**src/rtl/fifo_serial_drain_if.sv**
```systemverilog
// FIFO read port plus one-bit serial link seen by the drain.
// master = the drain (fifo_serial_drain); slave = FIFO model / serial sink.
interface fifo_serial_drain_if #(
  parameter int FIFO_WIDTH = 16
);
  logic                  fifo_rd_en;
  logic [FIFO_WIDTH-1:0] fifo_dout;
  logic                  fifo_empty;
  logic                  fifo_underflow;
  logic                  sout;
  logic                  sframe;
  logic                  sready;

  modport master (
    output fifo_rd_en, sout, sframe,
    input  fifo_dout, fifo_empty, fifo_underflow, sready
  );

  modport slave (
    input  fifo_rd_en, sout, sframe,
    output fifo_dout, fifo_empty, fifo_underflow, sready
  );
endinterface

```
**src/rtl/fifo_serial_drain.sv**
```systemverilog
// Pops words from a sync FIFO and shifts them out MSB-first with frame strobe/backpressure.
// Define DRAIN_PARITY_EN to append an even-parity bit after the LSB of every frame.
module fifo_serial_drain #(
  parameter int FIFO_WIDTH = 16,
  parameter int GAP_CYCLES = 2,
  parameter int CNT_WIDTH  = 16
) (
  input  logic                 clk,
  input  logic                 rst,
  input  logic                 drain_en,
  fifo_serial_drain_if.master  bus,
  output logic                 busy,
  output logic [CNT_WIDTH-1:0] words_sent,
  output logic                 err_underflow
);

`ifdef DRAIN_PARITY_EN
  localparam int FRAME_BITS = FIFO_WIDTH + 1;
`else
  localparam int FRAME_BITS = FIFO_WIDTH;
`endif
  localparam int BW       = (FRAME_BITS > 1) ? $clog2(FRAME_BITS) : 1;
  localparam int GW       = (GAP_CYCLES > 1) ? $clog2(GAP_CYCLES) : 1;
  localparam int GAP_LAST = (GAP_CYCLES > 0) ? GAP_CYCLES - 1 : 0;

  typedef enum logic [2:0] {IDLE, REQ, LOAD, SHIFT, GAP} state_t;

  state_t                state_reg, state_next;
  logic [FRAME_BITS-1:0] shift_reg, shift_next;
  logic [BW-1:0]         bit_reg, bit_next;
  logic [GW-1:0]         gap_reg, gap_next;
  logic [CNT_WIDTH-1:0]  words_reg, words_next;
  logic                  err_reg, err_next;
  logic [FRAME_BITS-1:0] load_word;
  logic                  can_start;

`ifdef DRAIN_PARITY_EN
  assign load_word = {bus.fifo_dout, ^bus.fifo_dout};
`else
  assign load_word = bus.fifo_dout;
`endif

  assign can_start = drain_en && !bus.fifo_empty;

  always_ff @(posedge clk or posedge rst) begin
    if (rst) begin
      state_reg <= IDLE;
      shift_reg <= '0;
      bit_reg   <= '0;
      gap_reg   <= '0;
      words_reg <= '0;
      err_reg   <= 1'b0;
    end else begin
      state_reg <= state_next;
      shift_reg <= shift_next;
      bit_reg   <= bit_next;
      gap_reg   <= gap_next;
      words_reg <= words_next;
      err_reg   <= err_next;
    end
  end

  always_comb begin
    state_next = state_reg;
    shift_next = shift_reg;
    bit_next   = bit_reg;
    gap_next   = gap_reg;
    words_next = words_reg;
    err_next   = err_reg;
    case (state_reg)
      IDLE: begin
        if (can_start) state_next = REQ;
      end
      REQ: begin
        state_next = LOAD;
      end
      LOAD: begin
        // An underflowed pop carries no data: drop the frame but keep the gap.
        if (bus.fifo_underflow) begin
          err_next   = 1'b1;
          gap_next   = GW'(GAP_LAST);
          state_next = (GAP_CYCLES == 0) ? IDLE : GAP;
        end else begin
          shift_next = load_word;
          bit_next   = BW'(FRAME_BITS - 1);
          state_next = SHIFT;
        end
      end
      SHIFT: begin
        if (bus.sready) begin
          shift_next = {shift_reg[FRAME_BITS-2:0], 1'b0};
          bit_next   = bit_reg - 1'b1;
          if (bit_reg == '0) begin
            words_next = words_reg + 1'b1;
            gap_next   = GW'(GAP_LAST);
            state_next = (GAP_CYCLES == 0) ? IDLE : GAP;
          end
        end
      end
      GAP: begin
        if (gap_reg == '0) state_next = can_start ? REQ : IDLE;
        else               gap_next   = gap_reg - 1'b1;
      end
      default: state_next = IDLE;
    endcase
  end

  assign bus.fifo_rd_en = (state_reg == REQ);
  assign bus.sframe     = (state_reg == SHIFT);
  assign bus.sout       = (state_reg == SHIFT) && shift_reg[FRAME_BITS-1];
  assign busy           = (state_reg != IDLE);
  assign words_sent     = words_reg;
  assign err_underflow  = err_reg;

endmodule
```
**src/flat_wrapper.sv**
```systemverilog
// flat-port wrapper written by rule: the top's interface ports become plain ports
module fifo_serial_drain_flat 
#(
  parameter int FIFO_WIDTH = 16,
  parameter int GAP_CYCLES = 2,
  parameter int CNT_WIDTH  = 16
)
  (clk, rst, drain_en, busy, words_sent, err_underflow, bus_fifo_rd_en, bus_sout, bus_sframe, bus_fifo_dout, bus_fifo_empty, bus_fifo_underflow, bus_sready);
  fifo_serial_drain_if #(.FIFO_WIDTH(FIFO_WIDTH)) bus_i ();
  input  logic clk;
  input  logic rst;
  input  logic drain_en;
  output logic busy;
  output logic [CNT_WIDTH-1:0] words_sent;
  output logic err_underflow;
  output wire logic [$bits(bus_i.fifo_rd_en)-1:0] bus_fifo_rd_en;
  output wire logic [$bits(bus_i.sout)-1:0] bus_sout;
  output wire logic [$bits(bus_i.sframe)-1:0] bus_sframe;
  input wire logic [$bits(bus_i.fifo_dout)-1:0] bus_fifo_dout;
  input wire logic [$bits(bus_i.fifo_empty)-1:0] bus_fifo_empty;
  input wire logic [$bits(bus_i.fifo_underflow)-1:0] bus_fifo_underflow;
  input wire logic [$bits(bus_i.sready)-1:0] bus_sready;
  assign bus_fifo_rd_en = bus_i.fifo_rd_en;
  assign bus_sout = bus_i.sout;
  assign bus_sframe = bus_i.sframe;
  assign bus_i.fifo_dout = bus_fifo_dout;
  assign bus_i.fifo_empty = bus_fifo_empty;
  assign bus_i.fifo_underflow = bus_fifo_underflow;
  assign bus_i.sready = bus_sready;
  fifo_serial_drain #(.FIFO_WIDTH(FIFO_WIDTH), .GAP_CYCLES(GAP_CYCLES), .CNT_WIDTH(CNT_WIDTH)) u_core (.clk(clk), .rst(rst), .drain_en(drain_en), .bus(bus_i), .busy(busy), .words_sent(words_sent), .err_underflow(err_underflow));
endmodule
```
**config.mk**
```make
export PLATFORM = sky130hd
export DESIGN_NAME = fifo_serial_drain_flat
export DESIGN_NICKNAME = d
export VERILOG_FILES = /design/src/rtl/fifo_serial_drain_if.sv /design/src/rtl/fifo_serial_drain.sv /design/src/flat_wrapper.sv
export SDC_FILE = /design/constraint.sdc
export NUM_CORES = 1
export LEC_CHECK = 0
export CAP_MARGIN = 20
export CORE_AREA = 2 2 64 90
export DETAILED_ROUTE_END_ITERATION = 12
export DIE_AREA = 0 0 66 92
export PLACE_DENSITY = 0.61
export SLEW_MARGIN = 20
export SYNTH_ARGS = -nofsm -noshare
export SYNTH_HDL_FRONTEND = slang
export SYNTH_SLANG_ARGS = --single-unit
```
**constraint.sdc**
```tcl
create_clock -name clk -period 4.25 [get_ports clk]
set_input_delay 0.85 -clock clk [delete_from_list [all_inputs] [get_ports clk]]
set_output_delay 0.85 -clock clk [all_outputs]
set_load 0.02 [all_outputs]
```
==> impl_metrics.toml, run 1 <==
[synth]
synth_top_area_share_pct = 50.25
yosysSeqAreaShare_pct = 50.25
syn_area_um2 = 2042
synth.most_common_cell = "dfrtp_1"
avgSynthCellArea_um2 = 10.53
yosys_warnings = 0
synth_common_cells = "41 x dfrtp_1, 28 x nand2_1, 15 x mux2i_1"
ys_seq_elements = 41
syn_nets = 218
ys_async_sr_fraction_pct = 100.0
synth_top_area_cell = "dfrtp_1"
ys_top_cells_by_area = "dfrtp_1 50%, mux2i_1 7.4%, nand2_1 5.1%"
synthDistinctLibCells = 39
syn_inst = 194
synth_top_flop_cell = "dfrtp_1"
synth_edf_count = 0

[pwr]
p_leak_nw = 1.193
power.total_mw = 1.244
irDropWorstVdd_uv = 290.1
p_per_area_nw_per_um2 = 479.8

[cts]
cts_tree = "done"
cts_buffers = 5
clock_path_buffers = 2
clockRootBuffer = "clkbuf_8"
ctsHoldBuffers = 0
htreeDepth = 2
postCtsSetupBuffers = 0
cts-resized-gates = 0
clk_latency_ns = 0.29
cts.sinks = 41
cts.reportedPaths.clkPinSlew_ns = 0.08

[floorplanning]
die_h_um = 92
fp-row-count = 32
core_um2 = 5365
die_area_um2 = 6072
start_util_pct = 38.06
io_pins = 43
fp.dieW_um = 66

[hold_path]
hold_path.class = "flip-flop to flip-flop"

[critical_path]
path_class = "flip-flop to output port"
cp.required_ns = 3.40
cp-start-kind = "flip-flop"
worstPathMaxFanout = 19
reg2reg_slack_ns = 2.46
cp-end-kind = "output port"
worstPathArrival_ns = 2.14

[sta]
setup_tns_ns = 0
max_freq_ghz = 0.3345
setup_ws_ns = 1.261
rsz0062_at_grt = "no"
fin_worst_skew_ns = 0.006470
final_hold_viol_count = 0
finalCriticalPeriod_ns = 2.989
hold-worst-slack_ns = 0.4579
slew_violations = 0
tightestPinTransition_ns = 0.5250
maxSlewHeadroom_pct = 65.00
fin_crit_sh_pct = 70.34
setup_viol = 0

[grt]
antenna_found_initial = 0
overflow = 0
grt_max_degree = 42
grt_pass1_wl_um = 6844
first_global_vias = 1468
grtUsageTotal_pct = 14.65

[final_layout]
nFillCells = 518
stdcell_count = 305
antenna_cells = 0
finalNetCount = 260
drive_above_1_share_pct = 9.283
syn2layout_area_growth_pct = 26.96
multi_input_area_um2 = 925.9
layout.area.seq_um2 = 1026

[run_status]
status = "complete, no violations"

[route]
routed_via_density = 4.902
routed_wirelength_um = 3793
vias = 1495
drc = 0
routedWlPerCell_um = 12.44
drt-initial-drc-count = 84
drtPass1Iterations = 4
ant_nets = 0

[place]
place_inst = 297
place.gp.congestion = 0.7157
post-dp-hpwl_um = 2675
portBuffers = 42
post-place-ws_ns = 1.555

[job]
drv_cap = 0
==> where the power goes <==
part	total, mW	switching, mW	internal [mW]
clock network	0.278	0.131	0.147
logic	0.386	0.200	0.186
registers	0.580	0.0875	0.493
total	1.24	0.418	0.826
==> logic make-up after synthesis <==
group / count (synthesis) / synth area share [%]
xor+xnor: 15 / 6.434
buf+inv: 14 / 4.411
fa+ha+maj: 2 / 1.225
simple gates: 72 / 19.61
flops: 41 / 50.24
mux: 16 / 7.904
compound gates: 34 / 10.17
==> cell usage in the layout (no fill, tap or decap), drive strengths merged, types with 4 or more instances in the layout <==
| cell | count |
|---|---|
| clkdlybuf4s50 | 42 |
| xnor2 | 12 |
| nor2 | 9 |
| nand3 | 8 |
| mux2i | 15 |
| o21ai | 22 |
| nand2 | 28 |
| nand4 | 4 |
| a21oi | 7 |
| clkbuf | 7 |
| dfrtp | 41 |
| inv | 5 |
==> stage by stage <==
stage               utilization [%]  area [µm²]
floorplan                         -        2042
global placement              46.43        2491
detailed placement            46.43        2491
CTS                           48.32        2592
global route                  48.32        2592
finish                        48.32        2592
==> routing by layer <==
metal | vias up | track usage [%] | wire (µm)
met1 | 701 | 18.60 | 1656
met3 | 4 | 4.049 | 188
li1 | 759 | - | -
met5 | - | 0 | 0
met2 | 31 | 23.23 | 1889
met4 | 0 | 6.122 | 59
==> critical path: stages (launching register included) <==
cell and delay, ns:
dfrtp_1 0.61, nand3b_1 0.12, buf_4 0.25, inv_2 0.13
and2_1 0.14, clkdlybuf4s50_1 0.60
==> final timing paths <==
| check | start | endpoint | cells after the start |
|---|---|---|---|
| worst max-delay path | u_core.state_reg[0] | bus_sout | 5 |
| worst min-delay path | u_core.err_underflow | u_core.err_underflow | 1 |
| worst max register to register | u_core.state_reg[0] | u_core.words_sent[15] | 6 |
| worst min register to register | u_core.err_underflow | u_core.err_underflow | 1 |
| max in group asynchronous | rst | u_core.shift_reg[4] | 3 |
| min in group asynchronous | rst | u_core.shift_reg[15] | 3 |
==> final cells by class <==
cell class	instances	share of cell area, %
clock inverters	1	0.1930
flip-flops and latches	41	39.58
multi-input cells	139	35.71
inverters	5	0.7239
well taps	68	3.282
repair buffers	44	16.80
clock buffers	7	3.716
(Power assumes the default switching activity.)
==> inputs of run 2 (changes only) <==
==> constraint.sdc (replaced) <==
create_clock -name clk -period 3.06 [get_ports clk]
set_input_delay 0.612 -clock clk [delete_from_list [all_inputs] [get_ports clk]]
set_output_delay 0.612 -clock clk [all_outputs]
set_load 0.02 [all_outputs]
==> impl_metrics.toml, run 2 (synthesis results as in run 1) <==
[pwr]
power.total_mw = 1.731
p_per_area_nw_per_um2 = 665.7
irDropWorstVdd_uv = 376.6
p_leak_nw = 1.198

[place]
portBuffers = 42
post-dp-hpwl_um = 2679
place_area_um2 = 2499
place.gp.congestion = 0.7638

[route]
routedWlPerCell_um = 11.91
routed_via_density = 4.899
vias = 1499
routed_wirelength_um = 3645
drt-initial-drc-count = 31
ant_nets = 0
drc = 0
drtPass1Iterations = 2

[sta]
final_hold_viol_count = 0
setup_viol = 0
setup_tns_ns = 0
finalCriticalPeriod_ns = 2.475
maxSlewHeadroom_pct = 66.46
tightestPinTransition_ns = 0.5031
fin_crit_sh_pct = 80.87
rsz0062_at_grt = "no"
fin_worst_skew_ns = 0.004689
max_freq_ghz = 0.4041
slew_violations = 0

[critical_path]
worstPathArrival_ns = 1.86
worstPathMaxFanout = 9
cp.required_ns = 2.45
crit_path_cell_trace = "nand3b_1 -> inv_2 -> and2_1 -> clkdlybuf4s50_1"
cp.buffers_inverters = 2
crit_slowest_cell = "clkdlybuf4s50_1"
cp-end-kind = "output port"
path_class = "flip-flop to output port"
cpLargestDelayFamily = "buffers and inverters"
rr_worst_depth = 4
cp.depth = 4
critical_path.max_stage_delay_ns = 0.59
cp-start-kind = "flip-flop"

[final_layout]
syn2layout_area_growth_pct = 27.33
antenna_cells = 0
final_cell_mix = "42 x clkdlybuf4s50_1, 41 x dfrtp_1, 28 x nand2_1"
mostFrequentLayoutCell = "clkdlybuf4s50_1"
final_cell_area_um2 = 2600
drive_above_1_share_pct = 9.664
finalNetCount = 261
nFillCells = 541

[grt]
grtUsageTotal_pct = 13.81
grt_max_degree = 42
overflow = 0
antenna_found_initial = 0
first_global_vias = 1538
grt_pass1_wl_um = 6665

[cts]
ctsHoldBuffers = 0
cts.reportedPaths.clkPinSlew_ns = 0.08
cts-resized-gates = 0
clk_latency_ns = 0.29
cts_tree = "done"
clock_path_buffers = 2
cts.sinks = 41
clockRootBuffer = "clkbuf_8"
cts_buffers = 5
htreeDepth = 2
postCtsSetupBuffers = 0

[floorplanning]
fp-row-count = 32
io_pins = 43
fp.dieW_um = 66
die_area_um2 = 6072
die_h_um = 92
core_um2 = 5365
start_util_pct = 38.06

[hold_path]
holdPathStages = 1
hold_path.class = "flip-flop to flip-flop"

[job]
drv_cap = 0

[run_status]
status = "complete, no violations"
## run 2: routing by layer
metal | GRT usage (%) | up-vias | routed length (µm)
met5 | 0 | - | 0
met4 | 4.932 | 0 | 48
met3 | 3.067 | 5 | 150
met2 | 23.23 | 26 | 1817
met1 | 17.19 | 707 | 1628
li1 | - | 761 | -
## run 2: path summary, 6_finish.rpt
path / from / to / slack (ns)
max: u_core.state_reg[2] / bus_sout / 0.59
min: u_core.err_underflow / u_core.err_underflow / 0.47
max reg2reg: u_core.state_reg[0] / u_core.bit_reg[2] / 1.32
min reg2reg: u_core.err_underflow / u_core.err_underflow / 0.47
max in group asynchronous: rst / u_core.shift_reg[8] / 1.96
min in group asynchronous: rst / u_core.words_sent[5] / 0.75
## run 2: cell type report
| class | count | area (µm²) | area share, % |
|---|---|---|---|
| clock buffers | 7 | 96.34 | 3.705 |
| repair buffers | 45 | 442.9 | 17.04 |
| well taps | 68 | 85.08 | 3.272 |
| flip-flops and latches | 41 | 1026 | 39.46 |
| inverters | 5 | 18.77 | 0.7218 |
| multi-input cells | 139 | 925.9 | 35.61 |
| clock inverters | 1 | 5.005 | 0.1925 |
## run 2: stage by stage
step	utilization, %	hold WS (ns)	setup slack [ns]	cells
floorplan	-	0.4474	1.241	194
global placement	46.57	0.4526	0.7433	298
detailed placement	46.57	0.4497	0.7051	298
CTS	48.46	0.4724	0.5599	306
global route	48.46	0.4798	0.4739	306
finish	48.46	0.4658	0.5853	306
## run 2: power by group
| group | switching (mW) | total [mW] | internal, mW | leakage (nW) |
|---|---|---|---|---|
| sequential | 0.103 | 0.788 | 0.685 | 0.523 |
| clock | 0.178 | 0.381 | 0.204 | 0.0542 |
| combinational | 0.296 | 0.561 | 0.265 | 0.620 |
==> inputs of run 3 (changes only) <==
==> constraint.sdc (replaced) <==
create_clock -name clk -period 2.35 [get_ports clk]
set_input_delay 0.47 -clock clk [delete_from_list [all_inputs] [get_ports clk]]
set_output_delay 0.47 -clock clk [all_outputs]
set_load 0.02 [all_outputs]
==> impl_metrics.toml, run 3 (synthesis results as in run 1) <==
[grt]
overflow = 0
antenna_found_initial = 0
grt_max_degree = 42
grtUsageTotal_pct = 14.41
first_global_vias = 1530
grt_pass1_wl_um = 6782

[critical_path]
cp-end-kind = "output port"
reg2reg_to = "u_core.words_sent[6]"
reg2reg_slack_ns = 0.65
cp-start-kind = "flip-flop"
critPathLaunch = "u_core.state_reg[1]"
path_class = "flip-flop to output port"
crit_end = "bus_sout"
cp.required_ns = 1.88
rr_worst_depth = 6
worstPathArrival_ns = 1.73
worstPathMaxFanout = 9
r2r-start = "u_core.bit_reg[0]"

[sta]
slew_violations = 0
finalCriticalPeriod_ns = 2.202
rsz0062_at_grt = "no"
final_hold_viol_count = 0
setup_tns_ns = 0
fin_crit_sh_pct = 93.71
setup_viol = 0
fin_worst_skew_ns = 0.005539
tightestPinTransition_ns = 0.5224
setup_ws_ns = 0.1477
maxSlewHeadroom_pct = 65.17
max_freq_ghz = 0.4541

[pwr]
power.total_mw = 2.352
clkPwrFrac_pct = 23.3
netSwitchingFraction_pct = 32.72
p_leak_nw = 1.215
irDropWorstVdd_uv = 651.9
combPwrFrac_pct = 32.9
power_switching_uw = 769.5
seqPwrFrac_pct = 43.8
p_per_area_nw_per_um2 = 890.8
p_int_mw = 1.582

[floorplanning]
fp-row-count = 32
core_um2 = 5365
die_h_um = 92
start_util_pct = 38.06
io_pins = 43
die_area_um2 = 6072
fp.dieW_um = 66

[cts]
cts_buffers = 5
cts_tree = "done"
ctsHoldBuffers = 0
clk_latency_ns = 0.29
postCtsSetupBuffers = 0
cts.sinks = 41
cts-resized-gates = 0
cts.reportedPaths.clkPinSlew_ns = 0.07
clock_path_buffers = 2
clockRootBuffer = "clkbuf_8"
htreeDepth = 2

[final_layout]
drive_above_1_share_pct = 11.25
syn2layout_area_growth_pct = 29.29
mostFrequentLayoutCell = "clkdlybuf4s50_1"
finalNetCount = 264
final_cell_mix = "42 x clkdlybuf4s50_1, 39 x dfrtp_1, 28 x nand2_1"
antenna_cells = 0
nFillCells = 518

[place]
portBuffers = 42
post-dp-hpwl_um = 2830
place.gp.congestion = 0.8190
post-place-ws_ns = 0.2357

[run_status]
status = "complete, no violations"

[route]
ant_nets = 0
drt-initial-drc-count = 50
vias = 1496
drc = 0
routed_via_density = 4.857
drtPass1Iterations = 4
routed_wirelength_um = 3897
routedWlPerCell_um = 12.65

[job]
drv_cap = 0

[hold_path]
hold_path.class = "flip-flop to flip-flop"
==> run 3: per-stage QoR <==
step,hold WS (ns),cells,util [%],area [µm²]
2_1_floorplan,0.4474,194,-,2042
3_3_place_gp,0.4478,301,47.22,2534
3_5_place_dp,0.4532,301,47.22,2534
4_1_cts,0.4752,308,49.16,2638
5_1_grt,0.4932,308,49.21,2640
6_report,0.4662,308,49.21,2640
==> run 3: worst max-delay path, stage by stage (launching register included) <==
cell	delay, ns
dfrtp_2	0.46
nand3b_1	0.13
inv_2	0.11
and2_1	0.14
clkdlybuf4s50_1	0.60
==> run 3: routing by layer <==
layer  part of all wire, %  GRT usage [%]  vias up
li1                      -              -      766
met1                    44          17.78      695
met2                    49          23.99       29
met3                   4.5          3.067        6
met4                   1.8          6.122        0
met5                     0              0        -
==> run 3: how the worst min path moves through the flow <==
stage	start	end	slack (ns)	cells past startpoint
global route	u_core.err_underflow	u_core.err_underflow	0.49	1
finish	u_core.err_underflow	u_core.err_underflow	0.47	1
global placement	u_core.err_underflow	u_core.err_underflow	0.45	1
CTS	u_core.err_underflow	u_core.err_underflow	0.48	1
detailed placement	u_core.err_underflow	u_core.err_underflow	0.45	1
floorplan	u_core.shift_reg[15]	u_core.shift_reg[15]	0.45	2
==> run 3: power by group through the flow <==
stage	registers [mW]	clock network, mW	logic, mW
4_1_cts	1.03	0.569	0.788
3_3_place_gp	1.04	0	0.784
2_1_floorplan	0.993	0	0.636
5_1_grt	1.06	0.591	0.884
6_report	1.03	0.549	0.773
3_5_place_dp	1.04	0	0.786
==> run 3: area by class of cell <==
cell class                 instances  area [µm²]  area share (%)
sequential                        41        1028           38.96
multi-input combinational        139       925.9           35.07
tap                               68       85.08           3.223
inverter                           5       18.77          0.7109
timing repair buffer              48       478.0           18.10
clock inverter                     2       35.03           1.327
clock buffer                       5       68.82           2.607
